[config.mk]
export PLATFORM = sky130hd
export DESIGN_NAME = seg_scan_driver_flat
export DESIGN_NICKNAME = d
export VERILOG_FILES = /design/src/rtl/seg_pkg.sv /design/src/rtl/seg_scan_driver_if.sv /design/src/rtl/seg_glyph_decode.sv /design/src/rtl/seg_scan_driver.sv /design/src/flat_wrapper.sv
export SDC_FILE = /design/constraint.sdc
export NUM_CORES = 1
export LEC_CHECK = 0
export CAP_MARGIN = 20
export CORE_ASPECT_RATIO = 1.75
export CORE_MARGIN = 4
export CORE_UTILIZATION = 47
export DETAILED_ROUTE_END_ITERATION = 7
export PLACE_DENSITY = 0.68
export SETUP_SLACK_MARGIN = 0.02
export SLEW_MARGIN = 20
export SYNTH_ARGS = -nofsm -noshare
export SYNTH_HDL_FRONTEND = slang
export SYNTH_SLANG_ARGS = --single-unit
export TNS_END_PERCENT = 5
[constraint.sdc]
create_clock -name CLK -period 14 [get_ports CLK]
set_input_delay 4.2 -clock CLK [delete_from_list [all_inputs] [get_ports CLK]]
set_output_delay 4.2 -clock CLK [all_outputs]
set_load 0.01 [all_outputs]
[src/rtl/seg_pkg.sv]
// Shared constants for the 7-segment scan driver: glyph codes, glyph width
// and the all-dark segment pattern.
package seg_pkg;

    localparam int GLYPH_W = 5;

    typedef logic [GLYPH_W-1:0] glyph_t;

    // Codes 0..15 are the hex digits; the named codes below follow them.
    localparam glyph_t GLYPH_BLANK = 5'd16;
    localparam glyph_t GLYPH_DASH  = 5'd17;
    localparam glyph_t GLYPH_UNDER = 5'd18;
    localparam glyph_t GLYPH_H     = 5'd19;
    localparam glyph_t GLYPH_L     = 5'd20;
    localparam glyph_t GLYPH_P     = 5'd21;
    localparam glyph_t GLYPH_R     = 5'd22;
    localparam glyph_t GLYPH_O     = 5'd23;

    // Active-low segments: all ones is a dark digit, decimal point included.
    localparam logic [7:0] SEG_OFF = 8'hFF;

endpackage

[src/rtl/seg_scan_driver_if.sv]
// Frame handshake between the message formatter (master) and the scan
// driver (slave). Digit i owns code bits [5i+4:5i] and bit i of the masks.
interface seg_scan_driver_if #(
    parameter int NUM_DIGITS = 8
);
    import seg_pkg::*;

    logic                          frame_valid;
    logic                          frame_ready;
    logic [GLYPH_W*NUM_DIGITS-1:0] frame_codes;
    logic [NUM_DIGITS-1:0]         frame_dp;
    logic [NUM_DIGITS-1:0]         frame_blink;
    logic [NUM_DIGITS-1:0]         frame_en;

    modport master (
        output frame_valid, frame_codes, frame_dp, frame_blink, frame_en,
        input  frame_ready
    );

    modport slave (
        input  frame_valid, frame_codes, frame_dp, frame_blink, frame_en,
        output frame_ready
    );

endinterface

[src/rtl/seg_glyph_decode.sv]
// Glyph code to active-low segment pattern {a,b,c,d,e,f,g,dp}.
// Blank and unassigned codes produce a fully dark digit, dp included.
module seg_glyph_decode
    import seg_pkg::*;
(
    input  glyph_t     code_i,
    input  logic       dp_i,
    output logic [7:0] seg_o
);

    logic [6:0] abcdefg;
    logic       blank;

    // Look up the a..g pattern (0 = segment lit) for the requested glyph.
    always_comb begin
        // NOTE: every output of a combinational block gets a default first so no path infers a latch.
        abcdefg = 7'b1111111;
        blank   = 1'b0;
        case (code_i)
            5'd0:        abcdefg = 7'b0000001;
            5'd1:        abcdefg = 7'b1001111;
            5'd2:        abcdefg = 7'b0010010;
            5'd3:        abcdefg = 7'b0000110;
            5'd4:        abcdefg = 7'b1001100;
            5'd5:        abcdefg = 7'b0100100;
            5'd6:        abcdefg = 7'b0100000;
            5'd7:        abcdefg = 7'b0001111;
            5'd8:        abcdefg = 7'b0000000;
            5'd9:        abcdefg = 7'b0000100;
            5'd10:       abcdefg = 7'b0001000;
            5'd11:       abcdefg = 7'b1100000;
            5'd12:       abcdefg = 7'b0110001;
            5'd13:       abcdefg = 7'b1000010;
            5'd14:       abcdefg = 7'b0110000;
            5'd15:       abcdefg = 7'b0111000;
            GLYPH_DASH:  abcdefg = 7'b1111110;
            GLYPH_UNDER: abcdefg = 7'b1110111;
            GLYPH_H:     abcdefg = 7'b1001000;
            GLYPH_L:     abcdefg = 7'b1110001;
            GLYPH_P:     abcdefg = 7'b0011000;
            GLYPH_R:     abcdefg = 7'b1111010;
            GLYPH_O:     abcdefg = 7'b1100010;
            default:     blank   = 1'b1;
        endcase
    end

    assign seg_o = blank ? SEG_OFF : {abcdefg, ~dp_i};

endmodule

[src/rtl/seg_scan_driver.sv]
// Time-multiplexed 7-segment driver. A prescaler divides CLK into digit
// slots; each slot starts with a few dark cycles to stop ghosting, then
// strobes one enabled digit. Frames arrive through a one-deep shadow buffer
// and are promoted to the active frame only at a frame boundary, so a
// displayed frame is never torn.
module seg_scan_driver
    import seg_pkg::*;
#(
    parameter int  NUM_DIGITS   = 8,
    parameter int  REFRESH_DIV  = 100000,
    parameter int  BLANK_CYCLES = 2,
    parameter int  BLINK_DIV    = 50,
    localparam int IDX_W        = (NUM_DIGITS > 1) ? $clog2(NUM_DIGITS) : 1
) (
    input  logic                  CLK,
    input  logic                  RST,
    seg_scan_driver_if.slave      frame,
    output logic [NUM_DIGITS-1:0] AN,
    output logic [7:0]            SEG,
    output logic [IDX_W-1:0]      scan_idx
);

    localparam int CNT_W   = $clog2(REFRESH_DIV);
    localparam int BLK_W   = (BLINK_DIV > 1) ? $clog2(BLINK_DIV) : 1;
    localparam int CODES_W = GLYPH_W * NUM_DIGITS;

    localparam logic [CNT_W-1:0] CNT_LAST  = CNT_W'(REFRESH_DIV - 1);
    localparam logic [CNT_W-1:0] BLANK_END = CNT_W'(BLANK_CYCLES);
    localparam logic [BLK_W-1:0] BLK_LAST  = BLK_W'(BLINK_DIV - 1);

    typedef struct packed {
        logic [CODES_W-1:0]    codes;
        logic [NUM_DIGITS-1:0] dp;
        logic [NUM_DIGITS-1:0] blink;
        logic [NUM_DIGITS-1:0] en;
    } frame_t;

    localparam frame_t FRAME_BLANK = '{
        codes: {NUM_DIGITS{GLYPH_BLANK}},
        dp:    '0,
        blink: '0,
        en:    '0
    };

    logic [CNT_W-1:0]      cnt_q, cnt_d;
    logic [IDX_W-1:0]      idx_q, idx_d;
    frame_t                act_q, act_d;
    frame_t                sh_q, sh_d;
    logic                  sh_full_q, sh_full_d;
    logic [BLK_W-1:0]      blk_cnt_q, blk_cnt_d;
    logic                  phase_q, phase_d;
    logic [NUM_DIGITS-1:0] an_q, an_d;
    logic [7:0]            seg_q, seg_d;

    frame_t                in_frame;
    logic                  slot_tick;
    logic                  wrap_tick;
    logic                  accept;
    logic                  swap;
    logic [IDX_W-1:0]      next_idx;
    logic [IDX_W-1:0]      hi_idx;
    logic [IDX_W-1:0]      lo_idx;
    logic                  found_hi;
    logic                  found_lo;
    glyph_t                cur_code;
    logic [7:0]            glyph_seg;

    assign in_frame = '{
        codes: frame.frame_codes,
        dp:    frame.frame_dp,
        blink: frame.frame_blink,
        en:    frame.frame_en
    };

    assign slot_tick         = (cnt_q == CNT_LAST);
    assign accept            = frame.frame_valid && !sh_full_q;
    assign frame.frame_ready = !sh_full_q;

    // Find the next enabled digit above the current one, else the lowest enabled one, else stay.
    always_comb begin
        found_hi = 1'b0;
        found_lo = 1'b0;
        hi_idx   = '0;
        lo_idx   = '0;
        for (int j = 0; j < NUM_DIGITS; j++) begin
            if (act_q.en[j] && !found_lo) begin
                lo_idx   = IDX_W'(j);
                found_lo = 1'b1;
            end
            if (act_q.en[j] && !found_hi && (IDX_W'(j) > idx_q)) begin
                hi_idx   = IDX_W'(j);
                found_hi = 1'b1;
            end
        end
        next_idx = found_hi ? hi_idx : (found_lo ? lo_idx : idx_q);
    end

    // A slot tick that does not move the pointer upward closes a scan frame.
    assign wrap_tick = slot_tick && (next_idx <= idx_q);
    assign swap      = wrap_tick && sh_full_q;

    // Next state: prescaler, scan pointer, buffer promotion and blink phase.
    always_comb begin
        cnt_d     = slot_tick ? '0 : cnt_q + CNT_W'(1);
        idx_d     = slot_tick ? next_idx : idx_q;
        act_d     = swap ? sh_q : act_q;
        sh_d      = accept ? in_frame : sh_q;
        sh_full_d = sh_full_q;
        if (accept) begin
            sh_full_d = 1'b1;
        end else if (swap) begin
            sh_full_d = 1'b0;
        end
        blk_cnt_d = blk_cnt_q;
        phase_d   = phase_q;
        if (wrap_tick) begin
            if (blk_cnt_q == BLK_LAST) begin
                blk_cnt_d = '0;
                phase_d   = !phase_q;
            end else begin
                blk_cnt_d = blk_cnt_q + BLK_W'(1);
            end
        end
    end

    // The pins are registered from next-state values, so a new slot (and a
    // freshly promoted frame) shows up on the cycle right after the tick.
    assign cur_code = act_d.codes[GLYPH_W*int'(idx_d) +: GLYPH_W];

    seg_glyph_decode u_decode (
        .code_i (cur_code),
        .dp_i   (act_d.dp[idx_d]),
        .seg_o  (glyph_seg)
    );

    // Pin drive: dark during anti-ghost cycles or for a disabled digit; a blinking digit keeps its anode strobe.
    always_comb begin
        an_d  = '1;
        seg_d = SEG_OFF;
        if (act_d.en[idx_d] && (cnt_d >= BLANK_END)) begin
            an_d[idx_d] = 1'b0;
            if (!(phase_d && act_d.blink[idx_d])) begin
                seg_d = glyph_seg;
            end
        end
    end

    // Control state and pin registers; reset returns to a dark display with an empty shadow.
    always_ff @(posedge CLK) begin
        // NOTE: non-blocking assignments so every register samples the values from before the edge.
        if (RST) begin
            cnt_q     <= '0;
            idx_q     <= '0;
            act_q     <= FRAME_BLANK;
            sh_full_q <= 1'b0;
            blk_cnt_q <= '0;
            phase_q   <= 1'b0;
            an_q      <= '1;
            seg_q     <= SEG_OFF;
        end else begin
            cnt_q     <= cnt_d;
            idx_q     <= idx_d;
            act_q     <= act_d;
            sh_full_q <= sh_full_d;
            blk_cnt_q <= blk_cnt_d;
            phase_q   <= phase_d;
            an_q      <= an_d;
            seg_q     <= seg_d;
        end
    end

    // Shadow payload capture.
    // NOTE: the payload is only read while sh_full_q is set, so only the flag needs a reset.
    always_ff @(posedge CLK) begin
        sh_q <= sh_d;
    end

    assign AN       = an_q;
    assign SEG      = seg_q;
    assign scan_idx = idx_q;

endmodule
[src/flat_wrapper.sv]
// flat-port wrapper written by rule: the top's interface ports become plain ports
module seg_scan_driver_flat import seg_pkg::*;
#(
    parameter int  NUM_DIGITS   = 8,
    parameter int  REFRESH_DIV  = 100000,
    parameter int  BLANK_CYCLES = 2,
    parameter int  BLINK_DIV    = 50,
    localparam int IDX_W        = (NUM_DIGITS > 1) ? $clog2(NUM_DIGITS) : 1
)
  (CLK, RST, AN, SEG, scan_idx, frame_frame_valid, frame_frame_codes, frame_frame_dp, frame_frame_blink, frame_frame_en, frame_frame_ready);
  seg_scan_driver_if #(.NUM_DIGITS(NUM_DIGITS)) frame_i ();
  input  logic CLK;
  input  logic RST;
  output logic [NUM_DIGITS-1:0] AN;
  output logic [7:0] SEG;
  output logic [IDX_W-1:0] scan_idx;
  input wire logic [$bits(frame_i.frame_valid)-1:0] frame_frame_valid;
  input wire logic [$bits(frame_i.frame_codes)-1:0] frame_frame_codes;
  input wire logic [$bits(frame_i.frame_dp)-1:0] frame_frame_dp;
  input wire logic [$bits(frame_i.frame_blink)-1:0] frame_frame_blink;
  input wire logic [$bits(frame_i.frame_en)-1:0] frame_frame_en;
  output wire logic [$bits(frame_i.frame_ready)-1:0] frame_frame_ready;
  assign frame_i.frame_valid = frame_frame_valid;
  assign frame_i.frame_codes = frame_frame_codes;
  assign frame_i.frame_dp = frame_frame_dp;
  assign frame_i.frame_blink = frame_frame_blink;
  assign frame_i.frame_en = frame_frame_en;
  assign frame_frame_ready = frame_i.frame_ready;
  seg_scan_driver #(.NUM_DIGITS(NUM_DIGITS), .REFRESH_DIV(REFRESH_DIV), .BLANK_CYCLES(BLANK_CYCLES), .BLINK_DIV(BLINK_DIV)) u_core (.CLK(CLK), .RST(RST), .frame(frame_i), .AN(AN), .SEG(SEG), .scan_idx(scan_idx));
endmodule
==> impl_metrics.json, run 1 <==
{
  "die_h_um": 180,
  "final_cell_mix": "nand2_1 (145), dfxtp_1 (108), clkdlybuf4s50_1 (85)",
  "crit_cells": 2,
  "synth_cells": 844,
  "clock.fmax_ghz": 0.138,
  "critPathLaunchType": "register",
  "fp.dieW_um": 106,
  "viasPerCell": 5.81,
  "dieArea_um2": 19200,
  "antenna_cells": 0,
  "synth_area_um2": 7960,
  "reg2reg_depth": 19,
  "final_nets": 966,
  "worstHoldPathType": "register to register",
  "globalplace.congestion": 0.917,
  "grt_pass1_wl_um": 31100,
  "drt_iter0_drc": 367,
  "synth_cell_types": 71,
  "syn_nets": 917,
  "portBuffers": 86,
  "cts.repair.resized": 0,
  "drt_wl_total_um": 19100,
  "ant_nets": 0,
  "required_ns": 9.80,
  "final_hold_viol_count": 0,
  "nFillCells": 1461,
  "fin_skew_ns": 0.00995,
  "antenna_found_initial": 0,
  "cp_data_arrival_time_ns": 3.02,
  "fin_crit_sh_pct": 51.6,
  "setup_viol": 0,
  "ys_async_sr_fraction_pct": 0,
  "fin_util_pct": 57.5,
  "hold_path_depth": 2,
  "end_kind": "primary output",
  "cap_violations": 0,
  "drive_above_1_share_pct": 7.17,
  "start_util_pct": 48.2,
  "place_hpwl_um": 12500,
  "ys_seq_area_share_pct": 51.3,
  "cts_sinks": 172,
  "clk_latency_ns": 0.43,
  "grt_max_degree": 77,
  "grt_pass1_vias": 6335,
  "cpLargestDelayFamily": "buffers and inverters",
  "synth_enable_flop_cells": 64,
  "drc_errors": 0,
  "outcome": "finished, final reports clean",
  "rsz0062_at_grt": "false",
  "crit_type": "register to primary output",
  "crit_buf_inv": 2,
  "area_growth_pct": 19.4,
  "slowest_stage": "dfxtp_1",
  "period_minus_slack_ns": 7.22,
  "dp.cells": 1098,
  "synth_warnings": 0,
  "htreeDepth": 4,
  "crit_fanout": 28,
  "grt_remaining_overflow": 0,
  "power_density_nw_per_um2": 111,
  "ir_drop_mv": 0.0801,
  "final_cells": 1130,
  "cp_cell_sequence": "clkinv_1 > clkdlybuf4s50_1",
  "firstDrtPassIters": 5,
  "postCtsSetupBuffers": 0,
  "ios": 87,
  "rows": 62,
  "cts.path.max_buffers": 2,
  "tritoncts": "built",
  "syn_area_per_cell_um2": 9.44,
  "setup_tns_ns": 0,
  "grt.total_usage_pct": 20.3,
  "post_drt_wl_per_cell_um": 16.9,
  "maxSlewHeadroom_pct": 31.6,
  "ys.flop_type": "dfxtp_1",
  "cts_root_buffer": "clkbuf_16",
  "core-area_um2": 16500,
  "vias": 6562,
  "numCtsBuffers": 17,
  "hold_buffers": 0,
  "power.leakage_nw": 3.27,
  "slowest_delay_ns": 0.95,
  "path_clk_slew_ns": 0.07,
  "final_common_cell": "nand2_1",
  "slew_violations": 0,
  "tightest_slew_ns": 1.03,
  "synth-seq-cells": 172
}
per-layer routing:
layer  wire [um]  track usage [%]
met1        7380             23.5
met2       10100             35.2
met3         916             3.84
met4         723             10.3
met5           0                0
state kept, by name (all words and copies together), names as in the netlist:
name and cells:
u_core.SEG 8, u_core.scan_idx 3, u_core.blk_cnt_q 6, u_core.phase_q 1, u_core.act_q 64, u_core.sh_full_q 1, u_core.sh_q 64, u_core.cnt_q 17
u_core.AN 8
worst paths after layout:
check                                              startpoint                     endpoint  slack, ns
worst max-delay path            u_core.sh_full_q$_SDFFE_PP0P_            frame_frame_ready       6.78
worst min-delay path              u_core.act_q[21]$_SDFF_PP0_  u_core.act_q[21]$_SDFF_PP0_       0.46
worst max register to register  u_core.scan_idx[2]$_SDFF_PP0_     u_core.SEG[6]$_SDFF_PP1_       8.62
worst min register to register    u_core.act_q[21]$_SDFF_PP0_  u_core.act_q[21]$_SDFF_PP0_       0.46
cell usage after synthesis, types with 7 or more instances:
cell	instances	area (um^2)
edfxtp_1	64	1920
o211ai_1	9	67.6
buf_2	14	70.1
nand4_1	34	213
xor2_1	10	87.6
o31ai_1	29	218
clkbuf_1	46	173
a22oi_1	13	97.6
dfxtp_1	108	2160
o21ai_0	22	110
inv_1	10	37.5
a31oi_1	7	43.8
nand3b_1	9	67.6
nand2_1	145	544
or3_1	11	68.8
nor2_1	46	173
a21oi_1	74	370
nand3_1	23	115
and3_1	9	56.3
nor3_1	9	45.0
a211oi_1	27	203
mux2i_1	16	160
xnor2_1	9	78.8
power by group:
group / internal, mW / switching [mW]
Combinational: 0.0201 / 0.0160
Sequential: 0.532 / 0.00734
Clock: 0.266 / 0.217
Total: 0.818 / 0.240
cell families (layout without fill, tap and decap cells):
group / Yosys count / after routing / synth area share, %
AO/OA/AOI/OAI: 225 / 225 / 18.7
multiplexers: 20 / 20 / 2.72
XOR/XNOR: 19 / 19 / 2.09
adder cells (fa/ha/maj): 6 / 6 / 0.943
flip-flops: 172 / 172 / 51.3
AND/OR/NAND/NOR: 324 / 324 / 19.9
buffers and inverters: 78 / 140 / 4.37
metrics by stage:
stage	worst slack, ns	hold WS, ns	total power [mW]	area, um^2
after floorplan	6.49	0.422	0.562	7960
after global placement	7.28	0.439	0.587	8890
after detailed placement	7.24	0.447	0.587	8890
after CTS	6.77	0.457	1.07	9500
after global routing	6.55	0.474	1.10	9510
final	6.78	0.457	1.06	9510
layout make-up:
| class | instances | area (um^2) | area share, % |
|---|---|---|---|
| Sequential cell | 172 | 4080 | 43.0 |
| Tap cell | 224 | 280 | 2.95 |
| Timing Repair Buffer | 97 | 938 | 9.87 |
| Clock inverter | 14 | 164 | 1.72 |
| Multi-Input combinational cell | 594 | 3550 | 37.3 |
| Inverter | 11 | 41.3 | 0.434 |
| Clock buffer | 18 | 450 | 4.74 |
tightest hold or removal path: stages (launching register included):
cell	delay (ns)
dfxtp_1	0.31
nand2_1	0.05
a21oi_1	0.05
(Power assumes the default switching activity.)
==> run 2: changes to the inputs <==
clock period = 7.1 ns   (was 14 ns; I/O delays follow)
==> run 2 against run 1 <==
  * Global-route usage increased by 0.57 points
  * Clock skew decreased by 0.0018 ns
  * Highest routed layer unchanged
  * Die area unchanged
  * Hold slack got worse by 0.00099 ns
  * Design area decreased by 0.39%
  * Critical endpoint is now u_core.SEG[1]$_SDFF_PP1_
  * Sequential power increased by 97%
  * Critical path depth increased by 15
  * Worst setup slack got worse by 5.2 ns
  * Total power increased by 88%
  * Non-clock buffer count increased by 6
  * Routed wire length increased by 2.6%
  * Flip-flop and latch count unchanged
==> impl_metrics.json, run 2 (same netlist as run 1, synthesis figures left out) <==
{
  "outcome": "finished, final reports clean",
  "grt_remaining_overflow": 0,
  "post_drt_wl_per_cell_um": 17.2,
  "ant_nets": 0,
  "fp.dieW_um": 106,
  "cp_data_arrival_time_ns": 5.83,
  "power_density_nw_per_um2": 210,
  "die_h_um": 180,
  "critPathLaunchType": "register",
  "rows": 62,
  "portBuffers": 86,
  "slew_violations": 0,
  "cts_sinks": 172,
  "grt_max_degree": 46,
  "core-area_um2": 16500,
  "drt_wl_total_um": 19600,
  "grt_pass1_vias": 6572,
  "required_ns": 7.37,
  "worstHoldPathType": "register to register",
  "hold_path_end": "u_core.act_q[47]$_SDFF_PP0_",
  "postCtsSetupBuffers": 0,
  "setup_tns_ns": 0,
  "end_kind": "register",
  "area_growth_pct": 18.9,
  "maxSlewHeadroom_pct": 30.6,
  "fin_crit_sh_pct": 78.3,
  "crit_fanout": 16,
  "hold_path_depth": 2,
  "vias": 6521,
  "period_minus_slack_ns": 5.56,
  "final_nets": 972,
  "reg2reg_slack_ns": 1.54,
  "reg2reg_to": "u_core.SEG[1]$_SDFF_PP1_",
  "crit_type": "register to register",
  "grt_pass1_wl_um": 32300,
  "numCtsBuffers": 17,
  "rsz0062_at_grt": "false",
  "start_util_pct": 48.2,
  "path_clk_slew_ns": 0.07,
  "timing.rr.start": "u_core.scan_idx[2]$_SDFF_PP0_",
  "grt.total_usage_pct": 20.8,
  "final_cell_mix": "nand2_1 (145), dfxtp_1 (108), clkdlybuf4s50_1 (85)",
  "reg2reg_depth": 17,
  "tritoncts": "built",
  "fin_skew_ns": 0.00812,
  "power.leakage_nw": 3.26,
  "setup_viol": 0,
  "cts.repair.resized": 0,
  "htreeDepth": 4,
  "clock.fmax_ghz": 0.180,
  "tightest_slew_ns": 1.04,
  "dieArea_um2": 19200,
  "ios": 87,
  "cap_violations": 0,
  "firstDrtPassIters": 6,
  "cts.path.max_buffers": 2,
  "antenna_cells": 0,
  "viasPerCell": 5.74,
  "hold_buffers": 0,
  "hold_start": "u_core.act_q[47]$_SDFF_PP0_",
  "cts_root_buffer": "clkbuf_16",
  "nFillCells": 1515,
  "drc_errors": 0,
  "antenna_found_initial": 0,
  "final_common_cell": "nand2_1",
  "largestRegisters": "u_core.act_q: 64 flops, u_core.sh_q: 64 flops, u_core.cnt_q: 17 flops",
  "clk_latency_ns": 0.42,
  "place_hpwl_um": 13400,
  "globalplace.congestion": 0.938,
  "drive_above_1_share_pct": 7.46,
  "fin_util_pct": 57.3,
  "drt_iter0_drc": 321,
  "final_hold_viol_count": 0,
  "holdWs_ns": 0.456,
  "ir_drop_mv": 0.136
}
-- run 2: cell types whose count changed in the layout (fill, tap and decap cells not counted), sizes merged --
| cell | before | now |
|---|---|---|
| clkinvlp | 0 | 2 |
| bufinv | 1 | 0 |
| clkbuf | 18 | 17 |
| inv | 19 | 16 |
| clkinv | 5 | 8 |
| buf | 12 | 18 |
-- run 2: worst max path at each step --
stage,end,depth (start not counted),startpoint,slack [ns]
final,u_core.SEG[1]$_SDFF_PP1_,17,u_core.scan_idx[2]$_SDFF_PP0_,1.54
after global routing,u_core.SEG[1]$_SDFF_PP1_,17,u_core.scan_idx[1]$_SDFF_PP0_,1.07
after CTS,u_core.SEG[1]$_SDFF_PP1_,17,u_core.scan_idx[2]$_SDFF_PP0_,1.58
after detailed placement,u_core.SEG[1]$_SDFF_PP1_,17,u_core.scan_idx[2]$_SDFF_PP0_,1.60
after global placement,u_core.SEG[1]$_SDFF_PP1_,17,u_core.scan_idx[2]$_SDFF_PP0_,1.72
after floorplan,u_core.sh_q[0]$_DFFE_PP_,1,frame_frame_valid,1.66
-- run 2: critical path, cell delays in order (launching register included) --
cell,delay [ns]
dfxtp_1,0.54
inv_1,0.18
o22ai_1,0.25
nand3_1,0.25
o21bai_1,0.37
nand2_1,0.10
ha_1,0.29
nor2b_1,0.13
o21a_1,0.17
o21a_1,0.39
buf_4,0.30
nor3_2,0.74
buf_4,0.33
mux2i_1,0.20
a211oi_1,0.09
a2111o_1,0.54
nor2_2,0.36
o2111ai_1,0.15
-- run 2: area by class of cell --
| cell class | instances | area (um^2) | share of cell area, % |
|---|---|---|---|
| clock buffers | 17 | 425 | 4.49 |
| flip-flops and latches | 172 | 4080 | 43.1 |
| clock inverters | 15 | 111 | 1.18 |
| well taps | 224 | 280 | 2.96 |
| multi-input cells | 594 | 3540 | 37.4 |
| inverters | 11 | 41.3 | 0.436 |
| repair buffers | 103 | 983 | 10.4 |
-- run 2: where the power goes --
group          leakage, nW  switching [mW]  total, mW  internal (mW)
registers             1.48          0.0118       1.06           1.05
logic                 1.52          0.0357     0.0764         0.0407
clock network        0.260           0.399      0.851          0.452
total                 3.26           0.446       1.99           1.54
-- run 2: layer usage --
metal  track usage [%]  share of wire [%]  routed length, um
met1              24.0                 40               7890
met2              37.7                 54              10500
met3              3.19                3.6                704
met4              8.77                2.5                489
met5                 0                  0                  0
-- run 2: per-stage QoR --
stage / worst slack, ns / total power [mW] / instance area (um^2) / std cells
finish: 1.54 / 1.99 / 9470 / 1136
global route: 1.07 / 2.06 / 9470 / 1136
CTS: 1.58 / 2.01 / 9470 / 1136
detailed placement: 1.60 / 1.16 / 8930 / 1104
global placement: 1.72 / 1.16 / 8930 / 1104
floorplan: 1.66 / 1.11 / 7960 / 844
==> run 3: changes to the inputs <==
PLACE_DENSITY = 0.71   (was 0.68)
clock period = 4.85 ns   (was 7.1 ns; I/O delays follow)
==> run 3 against run 2 <==
  * Clock skew rose by 0.0021 ns
  * Non-clock buffer count increased by 12
  * Total power grew 51%
  * Hold slack worse by 0.0023 ns
  * Via count increased by 4.4%
  * Flip-flop and latch count unchanged
  * Die area is the same
  * Register-to-register slack worse by 1.2 ns
  * Utilization increased by 1.1 points
  * Count of clock-buffer cells in the layout increased by 3
  * Clock power increased by 56%
  * First-iteration DRC count rose by 51%
  * Critical path type unchanged
==> impl_metrics.json, run 3 (same netlist as run 1, synthesis figures left out) <==
{
  "postCtsSetupBuffers": 0,
  "rsz0062_at_grt": "false",
  "globalplace.congestion": 0.919,
  "fin_skew_ns": 0.0102,
  "fp.dieW_um": 106,
  "period_minus_slack_ns": 4.54,
  "start_util_pct": 48.2,
  "largestRegisters": "u_core.act_q: 64 flops, u_core.sh_q: 64 flops, u_core.cnt_q: 17 flops",
  "ir_drop_mv": 0.200,
  "cts.repair.resized": 0,
  "reg2reg_depth": 16,
  "firstDrtPassIters": 5,
  "final_common_cell": "nand2_1",
  "final_cell_mix": "nand2_1 (145), dfxtp_1 (108), clkdlybuf4s50_1 (85)",
  "cp_cell_sequence": "nor4_1 > o211ai_1 > a32oi_1 > o211a_1 > ha_1 > nor2b_1 > o21a_1 > o21a_1 > buf_4 > o31ai_1 > a211oi_1 > o211ai_1 > nand4_1 > or3_1 > a31oi_1 > o21ai_0",
  "grt_pass1_vias": 6550,
  "drt_iter0_drc": 486,
  "crit_end": "u_core.SEG[7]$_SDFF_PP1_",
  "cts_sinks": 172,
  "maxSlewHeadroom_pct": 26.3,
  "crit_cells": 16,
  "crit_buf_inv": 1,
  "drc_errors": 0,
  "hold_path_depth": 2,
  "antenna_cells": 0,
  "crit_fanout": 26,
  "grt_max_degree": 65,
  "core-area_um2": 16500,
  "critPathLaunchType": "register",
  "power_density_nw_per_um2": 311,
  "drive_above_1_share_pct": 9.31,
  "clock.fmax_ghz": 0.220,
  "crit_type": "register to register",
  "grt_pass1_wl_um": 32600,
  "vias": 6806,
  "fin_area_um2": 9650,
  "power.leakage_nw": 3.34,
  "final_nets": 984,
  "viasPerCell": 5.93,
  "dieArea_um2": 19200,
  "worstHoldPathType": "register to register",
  "slew_violations": 0,
  "reg2reg_slack_ns": 0.31,
  "final_cells": 1148,
  "drt_wl_total_um": 20000,
  "post_drt_wl_per_cell_um": 17.4,
  "hold_buffers": 0,
  "grt_remaining_overflow": 0,
  "rows": 62,
  "setup_tns_ns": 0,
  "setup_slack_ns": 0.311,
  "cpLargestDelayFamily": "compound AO/OA/AOI/OAI gates",
  "fin_crit_sh_pct": 93.6,
  "place_hpwl_um": 13800,
  "outcome": "finished, final reports clean",
  "dp_slack_ns": 0.395,
  "portBuffers": 86,
  "numCtsBuffers": 17,
  "slowest_stage": "or3_1",
  "setup_viol": 0,
  "timing.rr.start": "u_core.act_q[1]$_SDFF_PP0_",
  "reg2reg_to": "u_core.SEG[7]$_SDFF_PP1_",
  "tritoncts": "built",
  "ant_nets": 0,
  "placed_cell_area_um2": 9040,
  "cap_violations": 0,
  "ios": 87,
  "critPathLaunch": "u_core.act_q[1]$_SDFF_PP0_",
  "path_clk_slew_ns": 0.07,
  "antenna_found_initial": 0,
  "required_ns": 5.13,
  "die_h_um": 180,
  "cts_root_buffer": "clkbuf_16",
  "area_growth_pct": 21.2,
  "clk_latency_ns": 0.43,
  "htreeDepth": 4,
  "dp.cells": 1116,
  "end_kind": "register",
  "grt.total_usage_pct": 21.1,
  "tightest_slew_ns": 1.10,
  "slowest_delay_ns": 0.50,
  "cts.path.max_buffers": 2,
  "cp_data_arrival_time_ns": 4.82,
  "final_hold_viol_count": 0
}
## run 3: worst min path at each step
stage                                      startpoint                     endpoint  slack, ns
after detailed placement   u_core.cnt_q[0]$_SDFF_PP0_   u_core.cnt_q[0]$_SDFF_PP0_       0.45
after global routing       u_core.act_q[8]$_SDFF_PP0_   u_core.act_q[8]$_SDFF_PP0_       0.47
after global placement     u_core.cnt_q[0]$_SDFF_PP0_   u_core.cnt_q[0]$_SDFF_PP0_       0.44
after CTS                 u_core.act_q[37]$_SDFF_PP0_  u_core.act_q[37]$_SDFF_PP0_       0.46
final                     u_core.act_q[23]$_SDFF_PP0_  u_core.act_q[23]$_SDFF_PP0_       0.45
after floorplan            u_core.cnt_q[0]$_SDFF_PP0_   u_core.cnt_q[0]$_SDFF_PP0_       0.42
## run 3: tightest hold or removal path: stages (launching register included)
cell     delay (ns)
dfxtp_1        0.31
nand2_1        0.05
a21oi_1        0.05
## run 3: stage by stage
stage          total power [mW]  utilization [%]  hold slack, ns
2_1_floorplan              1.62                -           0.422
3_3_place_gp               1.70             54.7           0.437
3_5_place_dp               1.70             54.7           0.446
4_1_cts                    3.02             58.2           0.455
5_1_grt                    3.10             58.4           0.471
6_report                   3.00             58.4           0.453
## run 3: cell type report
| cell class | instances | area [um^2] |
|---|---|---|
| clock buffer | 20 | 468 |
| tap | 224 | 280 |
| timing repair buffer | 115 | 1090 |
| multi-input combinational | 594 | 3580 |
| clock inverter | 12 | 110 |
| inverter | 11 | 41.3 |
| sequential | 172 | 4080 |
| fill | 1435 | 6870 |
## run 3: metal layers
| metal | track usage [%] | vias to the layer above | routed length, um |
|---|---|---|---|
| met2 | 37.9 | 256 | 10600 |
| li1 | - | 3242 | - |
| met1 | 24.2 | 3251 | 7640 |
| met3 | 3.48 | 57 | 1020 |
| met4 | 9.28 | 0 | 697 |
| met5 | 0 | - | 0 |
## run 3: where the power goes
part | switching, mW | total, mW | internal (mW)
clock | 0.578 | 1.33 | 0.755
sequential | 0.0223 | 1.56 | 1.54
combinational | 0.0480 | 0.107 | 0.0589
total | 0.648 | 3.00 | 2.35
